[config.mk]
export PLATFORM = sky130hd
export DESIGN_NAME = clk_en_gen
export DESIGN_NICKNAME = d
export VERILOG_FILES = /design/src/rtl/clk_en_gen.sv
export SDC_FILE = /design/constraint.sdc
export NUM_CORES = 1
export LEC_CHECK = 0
export CAP_MARGIN = 10
export CORE_ASPECT_RATIO = 1.4
export CORE_MARGIN = 2
export CORE_UTILIZATION = 33
export DETAILED_ROUTE_END_ITERATION = 10
export RECOVER_POWER = 25
export SLEW_MARGIN = 20
export SYNTH_ARGS = -nofsm -noshare
export SYNTH_HDL_FRONTEND = slang
export SYNTH_SLANG_ARGS = --single-unit
[constraint.sdc]
create_clock -name CLK -period 2.9 [get_ports CLK]
set_input_delay 0.87 -clock CLK [delete_from_list [all_inputs] [get_ports CLK]]
set_output_delay 0.87 -clock CLK [all_outputs]
set_load 0.02 [all_outputs]
[src/rtl/clk_en_gen.sv]
// Clock-enable and reset sequencer: NUM_CH programmable tick channels with
// derived square waves, a synchronized/stretched reset and a free-running cycle counter.
module clk_en_gen #(
    parameter int NUM_CH   = 4,
    parameter int CNT_W    = 16,
    parameter int DEF_DIV  = 1,
    parameter int RST_HOLD = 16,
    localparam int CH_W    = (NUM_CH > 1) ? $clog2(NUM_CH) : 1
) (
    input  logic              CLK,
    input  logic              RST_N,
    input  logic              cfg_we,
    input  logic [CH_W-1:0]   cfg_ch,
    input  logic [CNT_W-1:0]  cfg_div,
    input  logic [CNT_W-1:0]  cfg_phase,
    input  logic [NUM_CH-1:0] ch_run,
    output logic [NUM_CH-1:0] tick,
    output logic [NUM_CH-1:0] toggle,
    output logic              sys_rst_n_out,
    output logic [31:0]       cycle_cnt
);

    localparam int HOLD_W = $clog2(RST_HOLD + 1);

    logic [1:0]        rst_sync;
    logic [HOLD_W-1:0] hold_cnt;

    logic [CNT_W-1:0]  div_act    [NUM_CH];
    logic [CNT_W-1:0]  div_shadow [NUM_CH];
    logic [CNT_W-1:0]  phase      [NUM_CH];
    logic [CNT_W-1:0]  cnt        [NUM_CH];
    logic [NUM_CH-1:0] run_q;

    logic [NUM_CH-1:0] wr;
    logic [NUM_CH-1:0] hit;
    logic [CNT_W-1:0]  div_nx    [NUM_CH];
    logic [CNT_W-1:0]  ph_nx     [NUM_CH];
    logic [CNT_W-1:0]  start_cnt [NUM_CH];

    // Two-flop synchronizer followed by a hold counter; the release edge lands
    // on the (2+RST_HOLD)th rising edge after RST_N goes high.
    always_ff @(posedge CLK or negedge RST_N) begin
        if (!RST_N) begin
            rst_sync      <= 2'b00;
            hold_cnt      <= '0;
            sys_rst_n_out <= 1'b0;
        end else begin
            rst_sync <= {rst_sync[0], 1'b1};
            if (rst_sync[1] && !sys_rst_n_out) begin
                if (hold_cnt == HOLD_W'(RST_HOLD - 1))
                    sys_rst_n_out <= 1'b1;
                else
                    hold_cnt <= hold_cnt + HOLD_W'(1);
            end
        end
    end

    always_ff @(posedge CLK or negedge RST_N) begin
        if (!RST_N)
            cycle_cnt <= 32'd0;
        else if (sys_rst_n_out)
            cycle_cnt <= cycle_cnt + 32'd1;
    end

    // A write landing on the same edge as a start or wrap must be visible to it,
    // so the "next" divisor/phase already include this cycle's write.
    always_comb begin
        for (int i = 0; i < NUM_CH; i++) begin
            wr[i]        = cfg_we && (int'(cfg_ch) == i);
            hit[i]       = (cnt[i] == div_act[i]);
            div_nx[i]    = wr[i] ? cfg_div : div_shadow[i];
            ph_nx[i]     = wr[i] ? cfg_phase : phase[i];
            start_cnt[i] = (ph_nx[i] < div_nx[i]) ? ph_nx[i] : div_nx[i];
        end
    end

    assign tick = run_q & hit;

    always_ff @(posedge CLK or negedge RST_N) begin
        if (!RST_N) begin
            for (int i = 0; i < NUM_CH; i++) begin
                div_act[i]    <= CNT_W'(DEF_DIV);
                div_shadow[i] <= CNT_W'(DEF_DIV);
                phase[i]      <= '0;
                cnt[i]        <= '0;
            end
            run_q  <= '0;
            toggle <= '0;
        end else if (sys_rst_n_out) begin
            for (int i = 0; i < NUM_CH; i++) begin
                if (wr[i]) begin
                    phase[i]      <= cfg_phase;
                    div_shadow[i] <= cfg_div;
                end
                if (tick[i])
                    toggle[i] <= ~toggle[i];
                if (!run_q[i]) begin
                    if (ch_run[i]) begin
                        run_q[i]   <= 1'b1;
                        div_act[i] <= div_nx[i];
                        cnt[i]     <= start_cnt[i];
                    end else if (wr[i]) begin
                        div_act[i] <= cfg_div;
                    end
                end else if (!ch_run[i]) begin
                    run_q[i] <= 1'b0;
                end else if (hit[i]) begin
                    cnt[i]     <= '0;
                    div_act[i] <= div_nx[i];
                end else begin
                    cnt[i] <= cnt[i] + CNT_W'(1);
                end
            end
        end
    end

endmodule

Word level (Yosys, flattened, before mapping). Index checks and enable logic that the tools add are counted. W data, S select, Z words.

Flip-flop bits (word level): 304. Bits in latches: 0. RAM bits: 0. Memory bits (read-only): 0. Input bits: 41. Output and inout port bits: 41. Word-level logic and storage cells: 134. Memories: 0.

Add/subtract/negate cells: 6. Multiply operators: 0. Div/mod/pow operators: 0. $lt $le $gt $ge: 4. Equal/unequal tests: 16. Shift operators: 0. Multiplexer cells: 52. Bitwise logic cells: 6. Reduce and logical (&&, ||, !) cells: 25.

Operator list (number): $mux W16 (48); $add A16 B1 Y16 const B (4); $eq A16 B16 Y1 (4); $lt A16 B16 Y1 (4); $add A32 B1 Y32 const B (1); $reduce_and A2 Y1 (10); $reduce_and A4 Y1 (4); $ne A2 B1 Y1 const B (4); $ne A2 B2 Y1 const B (4); $reduce_bool A2 Y1 (4); $add A5 B1 Y5 const B (1); $eq A5 B4 Y1 const B (1); $logic_and A1 B1 Y1 (5); $not A1 Y1 (5); $and A4 B4 Y4 (1); $eq A2 B2 Y1 const B (2); $mux W1 (4); $eq A2 B1 Y1 const B (1); $logic_not A2 Y1 (1); $logic_not A1 Y1 (1).

Depth between registers and ports, before layout. Gate-level depths: netlist (run 1).

Depth in word-level cells: 7. Gate-level depth with buffers: 14. Depth with buffers taken out: 10.

Worst setup path after synthesis (run 1). No wires, ideal clock.

Path kind: input to register. Start: input port cfg_ch[0]. End: register cnt[10] (netlist name). Setup time: 126 ps. Data arrival time: 3642 ps. Data required time: 2774 ps. Path slack: -868 ps. Stages on the path: 14. Buffers on the path: 4. Cell sequence: nand3_1 -> buf_2 -> buf_1 -> mux2i_1 -> inv_1 -> ha_1 -> a211oi_1 -> o21ai_0 -> a221o_1 -> a21o_1 -> buf_2 -> buf_4 -> mux2i_1 -> a221o_1.

RTL lines: start: declaration (line 13) `input logic [CH_W-1:0] cfg_ch,`; end signal: indexed assignment (line 101) `cnt[i] <= start_cnt[i];`; end signal: indexed assignment (line 111) `cnt[i] <= cnt[i] + CNT_W'(1);`; end: declaration (line 31) `logic [CNT_W-1:0] cnt [NUM_CH];`.

==> results of run 1 <==
## cell type report
type | count | area [um2] | share of cell area [%]
multi-input combinational | 1394 | 11330 | 43.86
sequential | 304 | 7622 | 29.52
timing repair buffer | 504 | 4629 | 17.93
clock buffer | 53 | 1023 | 3.963
tap | 721 | 902.1 | 3.493
inverter | 65 | 244.0 | 0.9448
clock inverter | 8 | 75.07 | 0.2907
## registers in the layout (all words and copies together) (netlist names)
| register | cells |
|---|---|
| cycle_cnt | 32 |
| run_q | 4 |
| div_shadow | 64 |
| rst_sync | 2 |
| hold_cnt | 5 |
| toggle | 4 |
| div_act | 64 |
| phase | 64 |
| cnt | 64 |
| sys_rst_n_out | 1 |
## logic make-up after synthesis
group | count (synthesis) | synth area share [%]
flip-flops | 304 | 42.49
XOR/XNOR | 123 | 6.009
other | 1 | 0.02092
AO/OA/AOI/OAI | 388 | 13.12
buffers and inverters | 188 | 4.188
AND/OR/NAND/NOR | 552 | 14.20
multiplexers | 261 | 15.30
adder cells (fa/ha/maj) | 67 | 4.676
## timing repair
item	CTS	global route
setup endpoints to repair	68	68
resized for setup	220	195
endpoints found under the hold margin	0	0
pin swaps	49	60
gates cloned	7	2
setup buffers	45	18
## metrics by stage
| step | hold slack, ps | setup slack, ps | cells | util [%] |
|---|---|---|---|---|
| 2_1_floorplan | 331.2 | -412.2 | 1884 | - |
| 3_3_place_gp | 336.4 | -1289 | 2920 | 41.38 |
| 3_5_place_dp | 343.5 | -1409 | 2920 | 41.38 |
| 4_1_cts | 313.5 | -189.8 | 3033 | 45.83 |
| 5_1_grt | 369.3 | -310.1 | 3049 | 47.86 |
| 6_report | 353.9 | -255.5 | 3049 | 47.86 |
## power breakdown
group,switching [uW],leakage (uW),internal (uW)
clock network,1850,0.000545,2530
registers,1450,0.00353,6020
logic,7780,0.00705,7870
total,11100,0.0111,16400
## routing by layer
layer	up-vias	global-route usage, %
li1	7548	-
met1	7951	24.85
met2	430	35.92
met3	124	2.292
met4	0	9.858
met5	-	0
## cell usage after synthesis (9+ instances only)
cell	number	area share, %
dfrtp_1	296	41
nand2_1	198	4.1
mux2i_1	157	8.8
nor2_1	157	3.3
o21ai_0	157	4.4
a21oi_1	115	3.2
mux2_2	91	5.7
clkbuf_1	89	1.9
xnor2_1	87	4.3
ha_1	67	4.7
inv_1	65	1.4
nand3_1	44	1.2
nand4_1	38	1.3
xor2_1	36	1.8
buf_2	21	0.59
nor3_1	21	0.59
a221o_1	17	0.95
a22oi_1	15	0.63
and3_1	14	0.49
mux2_1	13	0.82
a21o_1	11	0.46
and2_1	11	0.38
and4_1	11	0.54
nor4_1	11	0.38
o311ai_1	10	0.49
a2bb2oi_1	9	0.44
buf_1	9	0.19
or3_1	9	0.31
## final timing paths
path	endpoint	startpoint	cells past startpoint	slack [ps]
hold reg to reg	rst_sync[1]	rst_sync[0]	0	350
max in group asynchronous	phase[28]	RST_N	2	340
min in group asynchronous	div_act[55]	RST_N	1	790
setup reg to reg	cnt[49]	phase[56]	11	370
hold / removal	rst_sync[1]	rst_sync[0]	0	350
setup / recovery	cnt[49]	cfg_phase[8]	13	-260
## worst max-delay path, cell delays in order
cell	delay (ps)
clkdlybuf4s50_1	470
buf_4	210
mux2i_2	230
inv_1	110
ha_1	230
a21oi_2	150
nor2_1	70
a211oi_2	230
o2111ai_2	190
buf_6	180
buf_4	130
or4_1	460
nand3_1	80
==> impl_metrics.toml, run 1 <==
[clocking]
cts_tree = "done"
clock_latency_ps = 540
cts_max_level = 2
path_clk_slew_ps = 60
cts_sinks = 304
numCtsBuffers = 34
cts_root_buf = "clkbuf_16"
cts.path.max_buffers = 3
cts_hold_buffers = 0

[route]
wl_met1_um = 24440
dr_total_vias = 16050
drc_errors = 0
antenna_left = 0
first_iter_violations = 898
highest_layer = "met4"
wl_met3_um = 2430
wl_um = 59620
first_pass_iters = 6
detail_route.wl_per_cell_um = 19.55
via_per_inst = 5.265
wl_met2_um = 29890

[synthesis]
synth_seq_cells = 304
synth-edff-count = 0
synth.cell_area_um2 = 17930
yosys_warnings = 0
syn_inst = 1884
synth-seq-area-share_pct = 42.49
postSynth.asyncResetShare_pct = 100.0
syn_nets = 1992
ys.flop_type = "dfrtp_1"
yosysUniqueCellTypes = 67
syn_area_per_cell_um2 = 9.515

[global_routing]
grt-ovfl-total = 0
grt_pass1_vias = 16220
grt_util_all_layers_pct = 20.41
antenna_found_initial = 0
grt_pass1_wl_um = 91150
grt_max_degree = 65

[setup_path]
startpoint_type = "input pin"
required_ps = 3370
critical_path_class = "input pin to register"
critPathArrivalTime_ps = 3620
end_kind = "register"
path_max_fanout = 8

[run_status]
status = "complete, but fails checks"
violations = "max-capacitance violations, max-slew violations, negative setup slack"

[floorplanning]
fp-row-count = 101
die_w_um = 201.0
die_height_um = 279.8
core_um2 = 53960
die_area_um2 = 56230
io_pins = 82
initial_core_util_pct = 33.22

[layout]
layout-drive-gt1-share_pct = 35.18
area_growth_syn_to_layout_pct = 44.05
fillers = 4895
layout_commonest_cell = "buf_4"
nets = 2411
diodes = 0
final_cell_mix = "351 x buf_4, 294 x dfrtp_1, 194 x nand2_1"
stdcell_area_um2 = 25820

[place]
postPlaceCellArea_um2 = 22330
port_buffers = 81
finalWeightedCongestion = 0.8669
hpwl_um = 41510

[sta]
rsz0062_at_grt = "true"
finalCriticalPeriod_ps = 3155
maxSlewHeadroom_pct = -13.56
drv_slew = 60
skew_ps = 19.59
min_period_over_period_pct = 108.8
tightest_slew_ps = 1703
fin_ws_ps = -255.5
timing.fmax_mhz = 316.9
setup_viol = 66
hold_viol = 0
fin_tns_setup_ps = -9879

[pwr]
ir_worst_vdd_mv = 0.4112
p_per_area_nw_per_um2 = 1065
p_total_uw = 27510
p_leak_uw = 0.01113

[hold_path]
hold_path.class = "register to register"

[flow_run]
maxCapViolations = 1
Note: power is estimated with default switching activity, not from simulation.
==> inputs of run 2 (changes only) <==
--- a/config.mk
+++ b/config.mk
@@ -10,6 +10,7 @@
 export CORE_MARGIN = 2
 export CORE_UTILIZATION = 33
 export DETAILED_ROUTE_END_ITERATION = 10
+export GPL_ROUTABILITY_DRIVEN = 0
 export RECOVER_POWER = 25
 export SLEW_MARGIN = 20
 export SYNTH_ARGS = -nofsm -noshare
==> impl_metrics.toml, run 2 (same netlist as run 1, synthesis figures left out) <==
[clocking]
cts_max_level = 2
numCtsBuffers = 34
cts_tree = "done"
cts_sinks = 304
cts.path.max_buffers = 3
path_clk_slew_ps = 60
cts_hold_buffers = 0
clock_latency_ps = 530
cts_root_buf = "clkbuf_16"

[setup_path]
r2r_start = "div_act[16]"
critical_path_class = "input pin to register"
required_ps = 3310
critical-path-max-stage-delay_ps = 320
critPathArrivalTime_ps = 3470
startpoint_type = "input pin"
r2r_end = "div_act[23]"
crit_chain = "buf_12 > nand3b_1 > buf_6 > buf_12 > buf_4 > mux2i_2 > ha_1 > a21oi_1 > a21oi_1 > a211oi_2 > buf_4 > o211ai_4 > buf_6 > mux2i_1 > a221o_1"
ff2ff_path_depth = 12
path_max_fanout = 8
end_kind = "register"
worst_path_max_delay_cell = "a221o_1"
r2r_slack_ps = 90

[place]
place_ws_ps = -1449
hpwl_um = 42050
port_buffers = 81

[layout]
area_growth_syn_to_layout_pct = 44.07
diodes = 0
layout-drive-gt1-share_pct = 35.01
final_cell_mix = "360 x buf_4, 294 x dfrtp_1, 189 x nand2_1"
nets = 2425
layout_commonest_cell = "buf_4"

[route]
wl_met3_um = 2372
drc_errors = 0
wl_um = 59920
highest_layer = "met4"
first_pass_iters = 5
wl_met1_um = 24870
antenna_left = 0
detail_route.wl_per_cell_um = 19.56
first_iter_violations = 1072
via_per_inst = 5.293
wl_met2_um = 29830
dr_total_vias = 16210

[pwr]
p_total_uw = 27610
p_per_area_nw_per_um2 = 1069
ir_worst_vdd_mv = 0.4123
p_leak_uw = 0.01125

[floorplanning]
io_pins = 82
fp-row-count = 101
core_um2 = 53960
die_area_um2 = 56230
die_height_um = 279.8
die_w_um = 201.0
initial_core_util_pct = 33.22

[sta]
rsz0062_at_grt = "true"
min_period_over_period_pct = 105.4
finalCriticalPeriod_ps = 3056
setup_viol = 60
tightest_slew_ps = 1664
fin_ws_ps = -155.8
drv_slew = 55
maxSlewHeadroom_pct = -10.95
skew_ps = 18.76
timing.fmax_mhz = 327.2
hold_viol = 0

[global_routing]
grt_pass1_wl_um = 91540
grt_max_degree = 65
antenna_found_initial = 0
grt_util_all_layers_pct = 20.52
grt-ovfl-total = 0
grt_pass1_vias = 16030

[flow_run]
maxCapViolations = 1

[hold_path]
min_from = "rst_sync[0]"
whs_endpoint = "rst_sync[1]"
min_path_cells = 0
hold_path.class = "register to register"

[run_status]
violations = "max-capacitance violations, max-slew violations, negative setup slack"
status = "complete, but fails checks"
## run 2: changes by cell type in the layout (fill, tap and decap cells not counted), sizes merged
cell and delta:
clkdlybuf4s50 -1, inv -1, buf +13, clkbuf -2
clkinvlp +1, bufinv +4, clkinv -1, dlymetal6s2s +1
## run 2: per-stage QoR
step	hold slack, ps	std cells	TNS, ps	area, um2	util [%]
after detailed placement	341.3	2922	-98240	22330	41.38
after global routing	369.4	3063	-13370	25830	47.87
after floorplan	331.2	1884	-18410	18240	-
after CTS	286.2	3045	-2747	25060	46.45
after global placement	331.8	2922	-94210	22320	41.37
final	353.4	3063	-4261	25830	47.87
## run 2: critical path: cells and delay by family
| kind | cells | cell delay [ps] |
|---|---|---|
| fa+ha+maj | 1 | 310 |
| mux | 2 | 360 |
| compound gates | 5 | 900 |
| simple gates | 1 | 160 |
| buf+inv | 6 | 850 |
## run 2: worst max-delay path by stage
stage | start | endpoint | slack, ps | cells past startpoint
2_1_floorplan | cfg_ch[0] | cnt[10] | -410 | 14
3_3_place_gp | cfg_ch[1] | cnt[47] | -1330 | 14
3_5_place_dp | cfg_ch[0] | cnt[20] | -1450 | 13
4_1_cts | cfg_ch[1] | cnt[47] | -150 | 16
5_1_grt | cfg_ch[0] | cnt[29] | -240 | 15
6_report | cfg_ch[0] | cnt[29] | -160 | 15
## run 2: area by class of cell
class,count,area [um2]
clock buffers,50,1002
well taps,721,902.1
inverters,65,244.0
flip-flops and latches,304,7622
fillers,4830,28130
repair buffers,518,4775
clock inverters,11,186.4
multi-input cells,1394,11100
## run 2: repair_timing
action                     4_1_cts  5_1_grt
setup endpoints to repair       68       85
resized for setup              237      128
setup buffers                   56       23
cloned                           8        2
pin swaps                       59       56
## run 2: routing by layer
metal | vias to the layer above | global-route usage (%)
li1 | 7556 | -
met1 | 8059 | 25.13
met2 | 464 | 36.60
met3 | 132 | 2.024
met4 | 0 | 8.908
met5 | - | 0
## run 2: report_power, final
part | total [uW] | internal [uW] | switching (uW)
sequential | 7480 | 6020 | 1460
combinational | 15400 | 7830 | 7600
clock | 4690 | 2850 | 1850
total | 27600 | 16700 | 10900
